### src/rtl/multiply_wallace_pipelined.sv
// Three-stage pipelined Wallace-tree multiplier, WIDTH x WIDTH -> 2*WIDTH.
// Per-transaction signed (Baugh-Wooley) or unsigned mode.
// Valid/ready semantics: a transfer happens on a rising edge where valid && ready.
// The whole pipeline advances together when the output slot is free or being
// drained (adv); otherwise every stage holds, and in_ready = adv.
module multiply_wallace_pipelined #(
   parameter int WIDTH = 8
) (
   input  logic                 clk,
   input  logic                 rst_n,
   input  logic                 in_valid,
   output logic                 in_ready,
   input  logic [WIDTH-1:0]     multiplicand_a,
   input  logic [WIDTH-1:0]     multiplier_b,
   input  logic                 signed_mode,
   output logic                 out_valid,
   input  logic                 out_ready,
   output logic [2*WIDTH-1:0]   product,
   output logic                 busy
);

   localparam int PW     = 2 * WIDTH;
   // Column height never exceeds WIDTH+2 during reduction (WIDTH pp bits plus
   // the Baugh-Wooley constant, then at most 2/3 of that plus incoming carries).
   localparam int MAXH   = WIDTH + 2;
   // Enough carry-save layers for the tallest column at WIDTH=32; layers past
   // convergence only pass bits through.
   localparam int LAYERS = 10;

   // Append one bit on top of a column stack.
   function automatic logic [MAXH-1:0] put_bit(input logic [MAXH-1:0] v, input int pos, input logic b);
      put_bit = v | ({{(MAXH-1){1'b0}}, b} << pos);
   endfunction

   // Stage registers
   logic             s1_valid_q, s1_valid_d;
   logic [WIDTH-1:0] s1_a_q, s1_a_d;
   logic [WIDTH-1:0] s1_b_q, s1_b_d;
   logic             s1_mode_q, s1_mode_d;
   logic             s2_valid_q, s2_valid_d;
   logic [PW-1:0]    s2_sum_q, s2_sum_d;
   logic [PW-1:0]    s2_carry_q, s2_carry_d;
   logic             out_valid_q, out_valid_d;
   logic [PW-1:0]    product_q, product_d;

   logic             adv;
   logic [PW-1:0]    red_sum;
   logic [PW-1:0]    red_carry;

   assign adv       = !out_valid_q || out_ready;
   assign in_ready  = adv;
   assign out_valid = out_valid_q;
   assign product   = product_q;
   assign busy      = s1_valid_q | s2_valid_q | out_valid_q;

   // Partial-product array and Wallace carry-save reduction down to two rows.
   always_comb begin : reduce_blk
      logic [MAXH-1:0] col  [PW+1];
      logic [MAXH-1:0] ncol [PW+1];
      int              h    [PW+1];
      int              nh   [PW+1];
      logic [MAXH-1:0] grp;
      logic            pp;
      for (int c = 0; c <= PW; c++) begin
         col[c]  = '0;
         ncol[c] = '0;
         h[c]    = 0;
         nh[c]   = 0;
      end
      grp = '0;
      pp  = 1'b0;
      // Baugh-Wooley: terms with exactly one sign bit are inverted in signed mode.
      for (int i = 0; i < WIDTH; i++) begin
         for (int j = 0; j < WIDTH; j++) begin
            pp = s1_a_q[j] & s1_b_q[i];
            if (s1_mode_q && ((i == WIDTH-1) != (j == WIDTH-1)))
               pp = ~pp;
            col[i+j] = put_bit(col[i+j], h[i+j], pp);
            h[i+j]   = h[i+j] + 1;
         end
      end
      // Correction constants at columns WIDTH and 2*WIDTH-1 (signed only).
      col[WIDTH] = put_bit(col[WIDTH], h[WIDTH], s1_mode_q);
      h[WIDTH]   = h[WIDTH] + 1;
      col[PW-1]  = put_bit(col[PW-1], h[PW-1], s1_mode_q);
      h[PW-1]    = h[PW-1] + 1;
      // Each layer: full adders on triples, a half adder on a leftover pair,
      // columns of height <= 2 pass through. Carries out of column PW-1 drop.
      for (int l = 0; l < LAYERS; l++) begin
         for (int c = 0; c <= PW; c++) begin
            ncol[c] = '0;
            nh[c]   = 0;
         end
         for (int c = 0; c < PW; c++) begin
            if (h[c] > 2) begin
               for (int g = 0; g < MAXH / 3; g++) begin
                  if (3 * g + 2 < h[c]) begin
                     grp       = col[c] >> (3 * g);
                     ncol[c]   = put_bit(ncol[c], nh[c], grp[0] ^ grp[1] ^ grp[2]);
                     nh[c]     = nh[c] + 1;
                     ncol[c+1] = put_bit(ncol[c+1], nh[c+1],
                                         (grp[0] & grp[1]) | (grp[0] & grp[2]) | (grp[1] & grp[2]));
                     nh[c+1]   = nh[c+1] + 1;
                  end
               end
               grp = col[c] >> (3 * (h[c] / 3));
               if (h[c] % 3 == 2) begin
                  ncol[c]   = put_bit(ncol[c], nh[c], grp[0] ^ grp[1]);
                  nh[c]     = nh[c] + 1;
                  ncol[c+1] = put_bit(ncol[c+1], nh[c+1], grp[0] & grp[1]);
                  nh[c+1]   = nh[c+1] + 1;
               end else if (h[c] % 3 == 1) begin
                  ncol[c] = put_bit(ncol[c], nh[c], grp[0]);
                  nh[c]   = nh[c] + 1;
               end
            end else begin
               ncol[c] = ncol[c] | (col[c] << nh[c]);
               nh[c]   = nh[c] + h[c];
            end
         end
         for (int c = 0; c <= PW; c++) begin
            col[c] = ncol[c];
            h[c]   = nh[c];
         end
      end
      for (int c = 0; c < PW; c++) begin
         red_sum[c]   = col[c][0];
         red_carry[c] = col[c][1];
      end
   end

   // Next-state for all stages: load from predecessor on adv, otherwise hold.
   // The mode is fully folded into the two rows, so S2 does not carry it.
   always_comb begin
      s1_valid_d  = s1_valid_q;
      s1_a_d      = s1_a_q;
      s1_b_d      = s1_b_q;
      s1_mode_d   = s1_mode_q;
      s2_valid_d  = s2_valid_q;
      s2_sum_d    = s2_sum_q;
      s2_carry_d  = s2_carry_q;
      out_valid_d = out_valid_q;
      product_d   = product_q;
      if (adv) begin
         s1_valid_d  = in_valid;
         s1_a_d      = multiplicand_a;
         s1_b_d      = multiplier_b;
         s1_mode_d   = signed_mode;
         s2_valid_d  = s1_valid_q;
         s2_sum_d    = red_sum;
         s2_carry_d  = red_carry;
         out_valid_d = s2_valid_q;
         // product keeps its last value when a bubble reaches the output.
         if (s2_valid_q)
            product_d = s2_sum_q + s2_carry_q;
      end
   end

   // Pipeline registers with synchronous active-low reset.
   always_ff @(posedge clk) begin
      if (!rst_n) begin
         s1_valid_q  <= 1'b0;
         s1_a_q      <= '0;
         s1_b_q      <= '0;
         s1_mode_q   <= 1'b0;
         s2_valid_q  <= 1'b0;
         s2_sum_q    <= '0;
         s2_carry_q  <= '0;
         out_valid_q <= 1'b0;
         product_q   <= '0;
      end else begin
         s1_valid_q  <= s1_valid_d;
         s1_a_q      <= s1_a_d;
         s1_b_q      <= s1_b_d;
         s1_mode_q   <= s1_mode_d;
         s2_valid_q  <= s2_valid_d;
         s2_sum_q    <= s2_sum_d;
         s2_carry_q  <= s2_carry_d;
         out_valid_q <= out_valid_d;
         product_q   <= product_d;
      end
   end

endmodule

### config.mk
export PLATFORM = sky130hd
export DESIGN_NAME = multiply_wallace_pipelined
export DESIGN_NICKNAME = d
export VERILOG_FILES = /design/src/rtl/multiply_wallace_pipelined.sv
export SDC_FILE = /design/constraint.sdc
export NUM_CORES = 1
export LEC_CHECK = 0
export BUFFER_PORTS_ARGS = -buffer_cell sky130_fd_sc_hd__buf_2
export CORE_MARGIN = 8
export CORE_UTILIZATION = 25
export DETAILED_ROUTE_END_ITERATION = 8
export GPL_TIMING_DRIVEN = 0
export PLACE_DENSITY = 0.44
export SYNTH_ARGS = -nofsm -noshare
export SYNTH_HDL_FRONTEND = slang
export SYNTH_SLANG_ARGS = --single-unit
### constraint.sdc
create_clock -name clk -period 8.5 [get_ports clk]
set_input_delay 0.85 -clock clk [delete_from_list [all_inputs] [get_ports clk]]
set_output_delay 0.85 -clock clk [all_outputs]
set_load 0.005 [all_outputs]
==> impl_metrics.tcl <==
set metrics [dict create \
    cts_tree "built" \
    post-place-ws_ns 3.06 \
    synth_area_leaders "dfxtp_1 29%, fa_1 21%, nand2_1 12%" \
    root_buffer "clkbuf_16" \
    port_buffers 38 \
    via_per_inst 4.31 \
    ys_seq_area_frac 0.294 \
    synth_most_common_cell "nand2_1" \
    num_antenna_cells 0 \
    cts_resized 0 \
    worst_slack_ns 3.11 \
    startpoint "s1_mode_q" \
    die_w_um 143 \
    fmax_ghz 0.185 \
    cts_setup_buffers 0 \
    slowest_stage "fa_1" \
    tightest_slew_ns 0.691 \
    timing.rr.start "s1_mode_q" \
    required_ns 8.74 \
    reg2reg_slack_ns 3.11 \
    critPathMaxFanout 10 \
    synthCells 483 \
    slew_viol_final 0 \
    period_share 0.634 \
    power-per-cell-area_nw_per_um2 177 \
    crit_chain "clkbuf_1 -> buf_2 -> xnor2_1 -> fa_1 -> inv_1 -> fa_1 -> fa_1 -> inv_1 -> fa_1 -> fa_1 -> fa_1 -> fa_1 -> inv_1 -> fa_1 -> a211oi_1" \
    yosysWarnings 0 \
    peakVddDrop_v 0.0000739 \
    drv_cap 0 \
    nFillCells 1725 \
    wl_um 10900 \
    rsz0062_at_grt "false" \
    core-area_um2 15800 \
    syn_nets 560 \
    clkLatencyLatePin_ns 0.33 \
    synth_edf_count 0 \
    syn_area_per_cell_um2 8.32 \
    synth_area_leader_cell "dfxtp_1" \
    cts.path.max_buffers 2 \
    r2r_cells 15 \
    syn_to_final_growth_pct 19.1 \
    wire_per_inst_um 14.5 \
    reg2reg_to "s2_sum_q[14]" \
    dp_hpwl_um 8570 \
    clock_sinks 59 \
    async_reset_ff_frac 0 \
    setup_viol 0 \
    drtIter0Drc 112 \
    synth-seq-cells 59 \
    grt_usage 0.115 \
    grt_pass1_wl_um 18300 \
    hold_viol_final 0 \
    grt_start_max_net_pins 14 \
    grt_pass1_vias 3488 \
    leakage_nw 2.02 \
    num_rows 46 \
    ys_top_cells_by_count "131 x nand2_1, 59 x dfxtp_1, 51 x a21oi_1" \
    start_util 0.254 \
    worstHoldPathType "flop to flop" \
    die_area_um2 20400 \
    yosys.cell_types.count 36 \
    critPathArrivalTime_ns 5.63 \
    endpoint "s2_sum_q[14]" \
    path_class "flop to flop" \
    cts_buffers 9 \
    worst_path_most_repeated_cell "fa_1" \
    critPathLaunchType "flop" \
    run_status "complete, no violations" \
    fin_crit_ns 5.39 \
    first_pass_iters 4 \
    skew_ns 0.00678 \
    gp_congestion 0.773 \
    antenna_found_initial 0 \
    grt_overflow 0 \
    io_pins 40 \
    postRouteAntennaNets 0 \
    finalNetCount 609 \
    routed-via-count 3248 \
    dieHeight_um 143 \
    cts.clk_slew.worst_paths_ns 0.06 \
    fin_tns_setup_ns 0 \
    crit_path_end_kind "flop" \
    synth_top_area_frac 0.294 \
    postCtsHoldBufs 0 \
    ctsHtreeMaxLevel 3 \
    max-slew-margin-rel 0.540 \
    drive_gt1_frac 0.127 \
    synth_area_um2 4020 \
    critPathMaxStageDelay_ns 0.54 \
    drcViolationCount 0 \
    synthFlopType "dfxtp_1" \
]
==> worst max-delay path: cells and delay by family, from the launching register on <==
family | cells | cell delay [ns]
flip-flops | 1 | 0.30
buffers and inverters | 5 | 0.94
XOR/XNOR | 1 | 0.15
adder cells (fa/ha/maj) | 8 | 3.69
AO/OA/AOI/OAI | 1 | 0.21
==> power breakdown <==
part           internal (mW)  total [mW]  switching (mW)
Sequential             0.298       0.319          0.0213
Clock                  0.232       0.376           0.144
Combinational         0.0619       0.151          0.0891
Total                  0.592       0.846           0.254
==> flip-flops by register name, summed over array words and instances, names as in the netlist <==
name        cells
s1_a_q          8
product        16
s1_valid_q      1
s1_mode_q       1
s2_valid_q      1
out_valid       1
s1_b_q          8
s2_sum_q       16
s2_carry_q      7
==> metrics by stage <==
step	hold WS (ns)	std cells	total power, mW	util	area [um^2]
final	0.449	753	0.846	0.303	4790
after global routing	0.475	753	0.893	0.303	4790
after CTS	0.450	753	0.857	0.303	4790
after detailed placement	0.442	737	0.478	0.283	4480
after global placement	0.440	737	0.476	0.283	4480
after floorplan	0.432	483	0.425	-	4020
==> layout make-up <==
class                           count  area [um^2]  area share
Timing Repair Buffer               38          190      0.0397
Tap cell                          216          270      0.0564
Buffer                             32          128      0.0267
Inverter                           38          143      0.0298
Sequential cell                    59         1180       0.247
Clock inverter                      7         82.6      0.0172
Clock buffer                        9          225      0.0470
Multi-Input combinational cell    354         2570       0.536
==> placed cells by master (no fill, tap or decap), drive strengths merged, types with 8 or more instances in the layout <==
cell	Yosys	routed
xor2	11	11
nand2	131	131
o21ai	10	10
dfxtp	59	59
buf	9	47
and2	31	31
nor2	11	11
a21oi	51	51
clkbuf	23	32
xnor2	13	13
fa	43	43
inv	38	42
ha	13	13
a211oi	8	8
nand3	11	11
==> kinds of logic after synthesis <==
logic type      share of synthesized area
simple gates                        0.216
compound gates                      0.114
buf+inv                            0.0672
flops                               0.294
fa+ha+maj                           0.255
xor+xnor                           0.0523
mux                               0.00249
==> per-layer routing <==
layer	GRT usage	vias up	part of all wire
met2	0.205	32	0.51
li1	-	1630	-
met4	0.0341	0	0.0095
met5	0	-	0
met1	0.137	1577	0.46
met3	0.0210	9	0.025
==> worst min-delay path by stage <==
stage | from | to | slack [ns] | cells past startpoint
floorplan | s2_sum_q[0] | product[0] | 0.43 | 2
global placement | product[9] | product[9] | 0.44 | 2
detailed placement | product[11] | product[11] | 0.44 | 2
CTS | product[11] | product[11] | 0.45 | 2
global route | s2_carry_q[6] | s2_carry_q[6] | 0.47 | 2
finish | product[11] | product[11] | 0.45 | 2
No activity file was read; power rests on OpenSTA's default activity.
